File: src/rtl/vga_capture.sv
`default_nettype none
// ============================================================================
//  Module      : vga_capture
//  Description : VGA stream receiver. Registers the display-path sync, blank
//                and RGB signals, recovers pixel coordinates, checks the line
//                and frame periods, tracks timing lock and decodes the 5x5
//                game board from the centre pixel of every rendered cell.
//  Revision    : 1.0 - initial release
// ============================================================================
module vga_capture #(
    parameter int H_TOTAL = 800,
    parameter int V_TOTAL = 525,
    parameter int GRID_X0 = 160,
    parameter int GRID_Y0 = 80,
    parameter int CELL    = 64
) (
    input  logic                   clk,
    input  logic                   rst,
    input  logic                   hsync,
    input  logic                   vsync,
    input  logic                   blank_b,
    input  logic [7:0]             r,
    input  logic [7:0]             g,
    input  logic [7:0]             b,
    output logic [9:0]             x,
    output logic [9:0]             y,
    output logic                   active,
    output logic                   h_err,
    output logic                   v_err,
    output logic                   locked,
    output logic                   frame_done,
    output logic [7:0]             frame_count,
    output logic [4:0][4:0][1:0]   board
);

    localparam logic [9:0] c_h_last = 10'(H_TOTAL - 1);
    localparam logic [9:0] c_v_last = 10'(V_TOTAL - 1);
    localparam logic [1:0] c_good_max = 2'd2;

    typedef struct packed {
        logic        hs;
        logic        vs;
        logic        bl;
        logic [23:0] rgb;
    } vid_t;

    vid_t s1_q, s1_d, s2_q, s2_d;

    logic [9:0] hcnt_q, hcnt_d, vcnt_q, vcnt_d;
    logic       h_seen_q, h_seen_d, v_seen_q, v_seen_d, v_pend_q, v_pend_d;
    logic       ev_h_err_q, ev_h_err_d, ev_v_err_q, ev_v_err_d, ev_fend_q, ev_fend_d;

    logic [9:0] x_q, x_d, y_q, y_d;
    logic       active_q, active_d;

    logic [4:0][4:0][1:0] shadow_q, shadow_d, board_q, board_d;
    logic [24:0]          mask_q, mask_d;

    logic       h_err_q, h_err_d, v_err_q, v_err_d, frame_done_q, frame_done_d;
    logic       frame_err_q, frame_err_d, locked_q, locked_d;
    logic [1:0] good_q, good_d;
    logic [7:0] frame_count_q, frame_count_d;

    logic w_h_fall, w_v_fall, w_a_rise, w_a_fall, w_boundary, w_any_err;

    assign w_h_fall   = s2_q.hs & ~s1_q.hs;
    assign w_v_fall   = s2_q.vs & ~s1_q.vs;
    assign w_a_rise   = s1_q.bl & ~s2_q.bl;
    assign w_a_fall   = s2_q.bl & ~s1_q.bl;
    assign w_boundary = w_h_fall & v_pend_q;
    assign w_any_err  = ev_h_err_q | ev_v_err_q;

    // Map the colour MSBs of a cell-centre pixel back to a cell state
    function automatic logic [1:0] decode(input logic [23:0] rgb);
        logic [2:0] msb;
        msb = {rgb[23], rgb[15], rgb[7]};
        case (msb)
            3'b100:  decode = 2'b10;
            3'b010:  decode = 2'b11;
            3'b001:  decode = 2'b01;
            default: decode = 2'b00;
        endcase
    endfunction

    // Input stage: s1 captures the pins, s2 keeps the previous sample for edges
    always_comb begin
        s1_d = '{hs: hsync, vs: vsync, bl: blank_b, rgb: {r, g, b}};
        s2_d = s1_q;
    end

    // Line/frame period measurement; errors and frame end are raised as events
    always_comb begin
        hcnt_d     = hcnt_q;
        vcnt_d     = vcnt_q;
        h_seen_d   = h_seen_q;
        v_seen_d   = v_seen_q;
        v_pend_d   = v_pend_q | w_v_fall;
        ev_h_err_d = 1'b0;
        ev_v_err_d = 1'b0;
        ev_fend_d  = 1'b0;
        if (w_h_fall) begin
            hcnt_d   = 10'd0;
            h_seen_d = 1'b1;
            ev_h_err_d = h_seen_q && (hcnt_q != c_h_last);
            if (v_pend_q) begin
                // A v_fall coinciding with this boundary is dropped here
                ev_fend_d  = 1'b1;
                ev_v_err_d = v_seen_q && (vcnt_q != c_v_last);
                v_seen_d   = 1'b1;
                v_pend_d   = 1'b0;
                vcnt_d     = 10'd0;
            end else begin
                vcnt_d = vcnt_q + 10'd1;
            end
        end else if (hcnt_q != 10'h3FF) begin
            hcnt_d = hcnt_q + 10'd1;
        end
    end

    // Coordinate recovery from the blank edges; values hold through blanking
    always_comb begin
        active_d = s1_q.bl;
        x_d      = x_q;
        y_d      = y_q;
        if (w_a_rise) begin
            x_d = 10'd0;
        end else if (s1_q.bl) begin
            x_d = x_q + 10'd1;
        end
        if (w_boundary) begin
            y_d = 10'd0;
        end else if (w_a_fall) begin
            y_d = y_q + 10'd1;
        end
    end

    // Cell-centre sampling: x/y describe the pixel now held in s2
    always_comb begin
        shadow_d = shadow_q;
        mask_d   = mask_q;
        for (int i = 0; i < 5; i++) begin
            for (int j = 0; j < 5; j++) begin
                if (active_q &&
                    x_q == 10'(GRID_X0 + j * CELL + CELL / 2) &&
                    y_q == 10'(GRID_Y0 + i * CELL + CELL / 2)) begin
                    shadow_d[i][j]  = decode(s2_q.rgb);
                    mask_d[i*5 + j] = 1'b1;
                end
            end
        end
        if (ev_fend_q) begin
            mask_d = '0;
        end
    end

    // Frame end: publish the board, count frames and track lock
    always_comb begin
        h_err_d       = ev_h_err_q;
        v_err_d       = ev_v_err_q;
        frame_done_d  = ev_fend_q;
        frame_err_d   = frame_err_q | w_any_err;
        board_d       = board_q;
        frame_count_d = frame_count_q;
        good_d        = good_q;
        if (ev_fend_q) begin
            frame_err_d = 1'b0;
            if ((&mask_q) && !frame_err_q && !w_any_err) begin
                board_d       = shadow_q;
                frame_count_d = frame_count_q + 8'd1;
            end
        end
        if (w_any_err) begin
            good_d = 2'd0;
        end else if (ev_fend_q && !frame_err_q && good_q != c_good_max) begin
            good_d = good_q + 2'd1;
        end
        locked_d = (good_d == c_good_max);
    end

    // State registers with synchronous reset
    always_ff @(posedge clk) begin
        if (rst) begin
            s1_q          <= '0;
            s2_q          <= '0;
            hcnt_q        <= '0;
            vcnt_q        <= '0;
            h_seen_q      <= 1'b0;
            v_seen_q      <= 1'b0;
            v_pend_q      <= 1'b0;
            ev_h_err_q    <= 1'b0;
            ev_v_err_q    <= 1'b0;
            ev_fend_q     <= 1'b0;
            x_q           <= '0;
            y_q           <= '0;
            active_q      <= 1'b0;
            shadow_q      <= '0;
            mask_q        <= '0;
            board_q       <= '0;
            h_err_q       <= 1'b0;
            v_err_q       <= 1'b0;
            frame_done_q  <= 1'b0;
            frame_err_q   <= 1'b0;
            good_q        <= '0;
            locked_q      <= 1'b0;
            frame_count_q <= '0;
        end else begin
            s1_q          <= s1_d;
            s2_q          <= s2_d;
            hcnt_q        <= hcnt_d;
            vcnt_q        <= vcnt_d;
            h_seen_q      <= h_seen_d;
            v_seen_q      <= v_seen_d;
            v_pend_q      <= v_pend_d;
            ev_h_err_q    <= ev_h_err_d;
            ev_v_err_q    <= ev_v_err_d;
            ev_fend_q     <= ev_fend_d;
            x_q           <= x_d;
            y_q           <= y_d;
            active_q      <= active_d;
            shadow_q      <= shadow_d;
            mask_q        <= mask_d;
            board_q       <= board_d;
            h_err_q       <= h_err_d;
            v_err_q       <= v_err_d;
            frame_done_q  <= frame_done_d;
            frame_err_q   <= frame_err_d;
            good_q        <= good_d;
            locked_q      <= locked_d;
            frame_count_q <= frame_count_d;
        end
    end

    assign x           = x_q;
    assign y           = y_q;
    assign active      = active_q;
    assign h_err       = h_err_q;
    assign v_err       = v_err_q;
    assign locked      = locked_q;
    assign frame_done  = frame_done_q;
    assign frame_count = frame_count_q;
    assign board       = board_q;

endmodule
`default_nettype wire

File: config.mk
export PLATFORM = sky130hd
export DESIGN_NAME = vga_capture
export DESIGN_NICKNAME = d
export VERILOG_FILES = /design/src/rtl/vga_capture.sv
export SDC_FILE = /design/constraint.sdc
export NUM_CORES = 1
export LEC_CHECK = 0
export ABC_AREA = 1
export CAP_MARGIN = 5
export CORE_MARGIN = 10
export CORE_UTILIZATION = 25
export DETAILED_ROUTE_END_ITERATION = 6
export GPL_TIMING_DRIVEN = 0
export SYNTH_ARGS = -nofsm -noshare
export SYNTH_HDL_FRONTEND = slang
export SYNTH_SLANG_ARGS = --single-unit
File: constraint.sdc
create_clock -name clk -period 2.26 [get_ports clk]
set_clock_uncertainty 0.1 [all_clocks]
set_input_delay 0.226 -clock clk [delete_from_list [all_inputs] [get_ports clk]]
set_output_delay 0.226 -clock clk [all_outputs]
set_load 0.02 [all_outputs]
; ---- After elaboration in Yosys (flattened, before gate mapping)
; Cells that the tools add are included.
[classes]
n_mul = 0
shift = 0
muxes = 7
div = 0
n_lt_le_gt_ge = 0
add_sub_neg = 6
n_bitwise = 14
eq_ne = 18
reduce_logical = 47
[op_table]
columns = operator, count
row1 = $eq A10 B9 Y1 const B, 6
row2 = $add A10 B1 Y10 const B, 4
row3 = $logic_and A1 B1 Y1, 36
row4 = $eq A10 B8 Y1 const B, 3
row5 = $ne A10 B10 Y1 const B, 3
row6 = $reduce_and A25 Y1, 1
row7 = $eq A10 B7 Y1 const B, 1
row8 = $mux W10, 1
row9 = $reduce_or A2 Y1, 5
row10 = $add A8 B1 Y8 const B, 1
row11 = $not A1 Y1, 6
row12 = $pmux W2 S3, 1
row13 = $and A1 B1 Y1, 5
row14 = $mux W2, 2
row15 = $reduce_and A2 Y1, 2
row16 = $eq A3 B1 Y1 const B, 1
row17 = $eq A3 B2 Y1 const B, 1
row18 = $eq A3 B3 Y1 const B, 1
row19 = $mux W1, 3
row20 = $or A1 B1 Y1, 3
row21 = $reduce_or A3 Y1, 1
row22 = $add A2 B1 Y2 const B, 1
row23 = $eq A2 B2 Y1 const B, 1
row24 = $logic_not A1 Y1, 2
row25 = $ne A2 B2 Y1 const B, 1
[totals]
memories = 0
out_inout_bits = 83
latch_bits = 0
romBits = 0
reg_bits = 240
input_bits = 29
ram_bits = 0

; ---- Depth between registers and ports, before layout
[logic_depth]
word_depth = 6
ltp_mapped = 10

; ---- Worst setup path after synthesis
; No wires, ideal clock.
[synth_timing]
path_kind = reg2reg
start = register x_q[0] (netlist: x[0])
end = register shadow_q[24] in the netlist's numbering
t_arrival_ps = 1414
period_less_slack_ps = 1630
required_ps = 2044
path_stages_with_launch = 10
path_buffers = 0
setup_time_ps = 116
setup_slack_ps = 630
cell_sequence = dfxtp_1 > inv_1 > ha_1 > nand2_1 > nor2_4 > nand2_2 > nor2_4 > nand2_1 > o21ai_0 > nor2_1
[synth_via]
elab_chain_cells = 3
[synth_lines]
columns = item, line_no
row1 = start: declaration, 53  ; logic [9:0] x_q, x_d, y_q, y_d;
row2 = start signal: assignment, 193  ; x_q <= '0;
row3 = start signal: assignment, 217  ; x_q <= x_d;
row4 = $eq A10 B9 Y1, 144  ; x_q == 10'(GRID_X0 + j * CELL + CELL / 2) &&
row5 = $logic_and A1 B1 Y1, 143  ; if (active_q &&
row6 = $logic_and A1 B1 Y1, 144
row7 = end signal: assignment, 220  ; shadow_q <= shadow_d;
row8 = end: declaration, 56  ; logic [4:0][4:0][1:0] shadow_q, shadow_d, board_q, board_d;
; Every way passes these cells.
; A chain may end at the register's enable or synchronous reset.

; ---- Final worst setup path
[layout_timing]
start = register ev_h_err_q
end = register board_q (netlist bit board[27])
[layout_via]
elab_chain_cells = 4
[layout_lines]
columns = item, line_no
row1 = start: declaration, 51  ; logic ev_h_err_q, ev_h_err_d, ev_v_err_q, ev_v_err_d, ev_fend_q, ev_fend_d;
row2 = start signal: assignment, 214  ; ev_h_err_q <= ev_h_err_d;
row3 = $or A1 B1 Y1, 71  ; assign w_any_err = ev_h_err_q | ev_v_err_q;
row4 = $logic_not A1 Y1, 167  ; if ((&mask_q) && !frame_err_q && !w_any_err) begin
row5 = $logic_and A1 B1 Y1, 167
row6 = $reduce_and A2 Y1 (no source line), n/a
row7 = end signal: assignment, 222  ; board_q <= board_d;
row8 = end: declaration, 56
; Every way passes these cells.

==> qor.csv <==
stage,metric,value,unit
yosys,"flops & latches, synth",198,
layout,post-layout util,31.7,%
route,Post-route DRC,0,
placement,RD Place Congestion,0.870,
placement,DP HPWL,16800,µm
clock_tree,clk sinks,198,
yosys,Async SR Flop Fraction,0,%
clock_tree,hold_buf cts,0,
power_and_ir_drop,Psw,1.63,mW
timing,final setup violating endpoints,0,
timing,Worst-Margin Slew,0.623,ns
route,DR vias,7207,
worst_setup_path,crit path max fanout,10,
timing,hold_ws,0.201,ns
timing,endpoints failing hold,0,
global_routing,largest net degree at the start of global routing,19,
timing,Worst slew margin,58.2,%
worst_setup_path,"Worst Path Class, Setup",flop to flop,
layout,layout overhead on the synthesized area,24.8,%
floorplan,Die Y,199,µm
layout,post-route cell area,9990,µm²
yosys,Post-synth EDFFs,0,
power_and_ir_drop,cell area power density,680,nW/µm²
global_routing,global-route wire length before repair,35100,µm
worst_setup_path,Critical R2R Launch,ev_h_err_q$_SDFF_PP0_,
global_routing,initial antenna violation count,0,
yosys,post-synthesis cell count,1137,
clock_tree,H-tree depth,4,
clock_tree,CTS root buf,clkbuf_16,
route,Routed Antenna Nets,0,
timing,"Slew Viols, Final",0,
layout,share of post-route cells with drive strength above 1,6.43,%
yosys,library cells used by synthesis,33,
floorplan,Initial Util,25.4,%
power_and_ir_drop,sequential power share,51.9,%
clock_tree,TritonCTS clock tree,done,
floorplan,die area,39600,µm²
floorplan,core area,31600,µm²
yosys,Mapped Area,8010,µm²
global_routing,Total Routing Usage GR,11.2,%
worst_setup_path,Crit. End Element,flop,
route,drt wl/cell,13.2,µm
worst_setup_path,"Req. time, crit path",2.48,ns
power_and_ir_drop,power share of the clock group,44.7,%
global_routing,GR Overflow Total,0,
yosys,Avg Inst Size Synth,7.04,µm²
timing,final worst-path cycle share,90.7,%
yosys,sequential area share after synthesis,49.5,%
outcome,status,finished clean,
timing,unrepaired setup endpoints after global routing,false,
placement,placed cell area,9410,µm²
power_and_ir_drop,switching part of the total,24.0,%
floorplan,row count,65,
layout,Final nets,1284,
floorplan,boundary pin count,112,
clock_tree,clock buffer depth,2,
yosys,Post-Syn Nets,1175,
worst_setup_path,CP Launch Type,flop,
global_routing,vias in the first global route,6680,
clock_tree,TritonCTS buffer count,17,
power_and_ir_drop,maximum vdd drop,0.509,mV
floorplan,Die X,199,µm
power_and_ir_drop,combinational power share,3.4,%
layout,filler cell count,3419,
route,"wirelength, routed",22000,µm
timing,setup TNS,0,ns
run,Max Cap Viol,0,
clock_tree,clock slew at reported path FFs,0.08,ns
placement,Port Buffers,90,
power_and_ir_drop,Leak,3.92,nW
route,vias per inst,4.34,
timing,fmax,0.488,GHz
route,Iter 0 DRT Violations,560,
clock_tree,setup bufs post-CTS,0,
worst_setup_path,CP arrival,2.27,ns
worst_setup_path,CP Launch Point,ev_h_err_q$_SDFF_PP0_,
route,First-pass DRT Iterations,5,
timing,Final min period,2.05,ns
yosys,Synthesis Warnings,0,
hold_path,Hold Startpoint,g[7],
power_and_ir_drop,Cell Int Power,5.16,mW
yosys,commonest register cell after synthesis,dfxtp_1,
clock_tree,post-cts resize count,0,
clock_tree,Clock Latency Late Sink,0.43,ns
hold_path,hold crit path type,primary input to flop,
layout,# diodes,0,
sequential cells by signal, summed over array words and instances, names as in the netlist, 2 cells and up:
signal and flops:
vcnt_q 10, s2_q 5, hcnt_q 10, board 50, good_q 2, shadow_q 50, mask_q 25, x 10
s1_q 5, y 10, frame_count 8
kinds of logic (layout without fill, tap and decap cells):
logic type      after synthesis  count (layout)  share of synthesized area [%]
fa+ha+maj                     9               9                           1.41
simple gates                638             638                           32.6
flops                       198             198                           49.5
xor+xnor                      4               4                          0.438
buf+inv                     162             284                           8.09
compound gates              126             126                           7.97
synthesized netlist by cell type, types with 5 or more instances:
library cell	n	area share [%]
nor2_2	16	1.3
nor3_1	14	0.88
nor2_1	333	16
inv_1	117	5.5
buf_6	5	0.70
buf_1	5	0.23
dfxtp_1	198	50
ha_1	9	1.4
nand4_1	11	0.86
nand3_1	36	2.3
inv_2	12	0.56
a21oi_1	35	2.2
clkbuf_1	20	0.94
o21ai_1	5	0.31
nand2_1	211	9.9
o21ai_0	81	5.1
path summary, 6_finish.rpt:
check                            to  slack (ns)  cells past startpoint
max          board[27]$_SDFFE_PP0P_        0.21                      9
min             s1_q[15]$_SDFF_PP0_        0.20                      3
max reg2reg  board[27]$_SDFFE_PP0P_        0.21                      9
min reg2reg     s2_q[23]$_SDFF_PP0_        0.32                      2
final cells by class:
| cell class | count | area [µm²] | area share, % |
|---|---|---|---|
| Inverter | 131 | 493 | 4.94 |
| Timing Repair Buffer | 90 | 901 | 9.02 |
| Multi-Input combinational cell | 777 | 3390 | 34.0 |
| Sequential cell | 198 | 3960 | 39.7 |
| Clock buffer | 18 | 439 | 4.40 |
| Tap cell | 402 | 503 | 5.04 |
| Buffer | 31 | 155 | 1.55 |
| Clock inverter | 14 | 139 | 1.39 |
routing by layer:
layer	GRT usage, %	up-vias	share of wire, %
met4	3.02	0	1.1
met2	17.8	175	45
met3	3.31	18	7.6
met5	0	-	0
li1	-	3739	-
met1	14.5	3275	47
through the flow:
stage	instances	worst slack (ns)	total power [mW]
6_report	1661	0.211	6.79
5_1_grt	1661	0.0252	7.04
4_1_cts	1661	0.184	6.86
3_5_place_dp	1629	-0.0235	3.84
3_3_place_gp	1629	-0.0354	3.83
2_1_floorplan	1137	0.630	3.75
worst max-delay path, stage by stage (launching register included):
cell,delay (ns)
dfxtp_1,0.31
inv_2,0.05
nand2_1,0.09
nor2_2,0.21
nand2_1,0.07
nor2_1,0.12
nand2_1,0.23
clkbuf_1,0.30
o21ai_0,0.37
nor2_1,0.07
cell usage in the layout (no fill, tap or decap), drive strengths merged:
master,netlist,final
xnor2,1,1
dfxtp,198,198
bufinv,0,1
xor2,3,3
o22ai,1,1
or2,3,3
o21a,1,1
nor2,353,353
buf,11,11
nor4,1,1
clkdlybuf4s50,0,90
o21ai,86,86
a31oi,3,3
clkbuf,20,38
nand3,37,37
inv,129,137
clkinvlp,0,1
ha,9,9
clkinv,2,6
nor3,15,15
nor3b,1,1
a21oi,35,35
nand4,13,13
nand2,215,215
power groups by stage:
stage | clock, mW | combinational [mW] | sequential [mW]
4_1_cts | 3.10 | 0.233 | 3.52
6_report | 3.04 | 0.232 | 3.52
3_3_place_gp | 0 | 0.229 | 3.60
5_1_grt | 3.25 | 0.263 | 3.53
2_1_floorplan | 0 | 0.143 | 3.60
3_5_place_dp | 0 | 0.232 | 3.60
Power figures use the tool's default switching activity.
==> variant, RTL diff (same settings) <==
`x_q` no longer has a reset.
--- a/src/rtl/vga_capture.sv
+++ b/src/rtl/vga_capture.sv
@@ -190,7 +190,6 @@
             ev_h_err_q    <= 1'b0;
             ev_v_err_q    <= 1'b0;
             ev_fend_q     <= 1'b0;
-            x_q           <= '0;
             y_q           <= '0;
             active_q      <= 1'b0;
             shadow_q      <= '0;
@@ -214,7 +213,6 @@
             ev_h_err_q    <= ev_h_err_d;
             ev_v_err_q    <= ev_v_err_d;
             ev_fend_q     <= ev_fend_d;
-            x_q           <= x_d;
             y_q           <= y_d;
             active_q      <= active_d;
             shadow_q      <= shadow_d;
@@ -230,6 +228,10 @@
         end
     end
 
+    always_ff @(posedge clk) begin
+        x_q <= x_d;
+    end
+
     assign x           = x_q;
     assign y           = y_q;
     assign active      = active_q;
Check against the original RTL: differs if rst is asserted again (counterexample within 4 cycles, from zero or initial values and one cycle with rst high); with rst held inactive, the same outputs for 10 cycles.
==> variant against the original RTL <==
- design area down 0.19%
- highest routed layer unchanged
- setup slack worse by 0.16 ns
- critical path type unchanged
- sequential share of layout area up 0.075 points
- routed wire length fell by 1.9%
- power grew 3.5%
- synthesized area fell by 0.81%
- clock power is 5% higher
- sequential cell count unchanged
==> variant: results <==
export IMPL_outcome="completed"
export IMPL_synth_area_leaders="dfxtp_1 (50%), nor2_1 (16%), nand2_1 (7.8%)"
export IMPL_path_clk_slew_ns=0.08
export IMPL_drt_wl_total_um=21500
export IMPL_hold_class="in2reg"
export IMPL_synth_cells=1099
export IMPL_wl_per_cell_um=13.3
export IMPL_yosys_top_cells_count="nor2_1 (336), dfxtp_1 (198), nand2_1 (166)"
export IMPL_cts_setup_buffers=0
export IMPL_post_dp_hpwl_um=16600
export IMPL_arrival_ns=2.44
export IMPL_rrSetupSlack_ns=0.05
export IMPL_place_inst=1591
export IMPL_clk_latency_ns=0.44
export IMPL_track_usage=0.112
export IMPL_clockBufferDepth=2
export IMPL_vias=7014
export IMPL_grt_pass1_vias=6479
export IMPL_fin_nets=1246
export IMPL_rr_startpoint="mask_q[12]"
export IMPL_ys_warn_count=0
export IMPL_tightest_slew_ns=0.657
export IMPL_peakVddDrop_uv=512
export IMPL_netSwitchingPower_w=0.00171
export IMPL_n_antenna_cell=0
export IMPL_grt_pass1_wl_um=34700
export IMPL_slowest_delay_ns=0.37
export IMPL_drive_gt1_frac=0.0713
export IMPL_first_pass_iters=5
export IMPL_reg2reg_to="board[5]"
export IMPL_grt_max_degree=20
export IMPL_power_leakage_nw=3.82
export IMPL_place_congestion=0.857
export IMPL_drt_iter0_drc=386
export IMPL_port_buffers=90
export IMPL_htree_levels=4
export IMPL_yosysSeqAreaShare=0.499
export IMPL_ys_async_sr_fraction=0
export IMPL_r2r_cells=8
export IMPL_min_from="vsync"
export IMPL_antenna_found_initial=0
export IMPL_cts_buffers=17
export IMPL_synth_cell_types=33
export IMPL_postCtsResizedCells=0
export IMPL_holdPathEnd="s1_q[25]"
export IMPL_hold_depth=3
export IMPL_fin_crit_ns=2.21
export IMPL_root_buffer="clkbuf_16"
[variant: changes by cell type after synthesis, moves of 5 or more]
| cell | before | now |
|---|---|---|
| clkinv_1 | 1 | 6 |
| nand3_1 | 36 | 52 |
| inv_1 | 117 | 90 |
| o21ai_0 | 81 | 95 |
| nand2_1 | 211 | 166 |
| o21ai_1 | 5 | 0 |
[variant: cell families (layout without fill, tap and decap cells)]
group | count (synthesis) | after routing | synth area share
AOI/OAI and AO/OA | 133 | 133 | 0.0854
adders and majority gates | 9 | 9 | 0.0142
buffers and inverters | 141 | 263 | 0.0736
xor gates and xnor gates | 4 | 4 | 0.00441
DFF | 198 | 198 | 0.499
and+or+nand+nor | 614 | 614 | 0.323
[variant: critical path, delay by kind of cell (launching register included)]
family | cells | cell delay [ns]
compound gates | 1 | 0.37
flops | 1 | 0.35
simple gates | 6 | 0.94
buf+inv | 1 | 0.34
[variant: cell type report]
class / count / area [µm²]
clock buffers: 18 / 439
flip-flops and latches: 198 / 3960
clock inverters: 14 / 185
repair buffers: 90 / 901
fillers: 3340 / 21500
multi-input cells: 760 / 3390
inverters: 108 / 410
plain buffers: 33 / 174
well taps: 402 / 503
[variant: worst max path at each step]
stage               startpoint            to  slack (ns)
global placement    mask_q[12]      board[5]        0.06
global route        mask_q[12]      board[5]        0.01
CTS                 mask_q[12]      board[5]        0.07
floorplan                 y[0]  shadow_q[24]        0.62
detailed placement         rst  shadow_q[34]        0.03
finish              mask_q[12]      board[5]        0.05
[variant: per-stage QoR]
| step | area [µm²] | util | hold slack [ns] | worst slack (ns) | power [W] |
|---|---|---|---|---|---|
| 2_1_floorplan | 7940 | - | 0.210 | 0.616 | 0.00380 |
| 3_3_place_gp | 9350 | 0.297 | 0.321 | 0.0603 | 0.00391 |
| 3_5_place_dp | 9350 | 0.297 | 0.324 | 0.0328 | 0.00391 |
| 4_1_cts | 9970 | 0.317 | 0.183 | 0.0714 | 0.00710 |
| 5_1_grt | 9970 | 0.317 | 0.188 | 0.0120 | 0.00730 |
| 6_report | 9970 | 0.317 | 0.193 | 0.0515 | 0.00703 |
[variant: routing by layer]
metal	track usage	wire length [µm]	up-vias
li1	-	-	3678
met1	0.147	10300	3156
met2	0.175	9510	162
met3	0.0314	1430	18
met4	0.0370	329	0
met5	0	0	-
[variant: power groups by stage]
stage | sequential [W] | clock [W] | combinational [W]
finish | 0.00354 | 0.00320 | 0.000287
detailed placement | 0.00362 | 0 | 0.000288
CTS | 0.00354 | 0.00327 | 0.000290
global placement | 0.00362 | 0 | 0.000286
floorplan | 0.00363 | 0 | 0.000168
global route | 0.00355 | 0.00343 | 0.000324
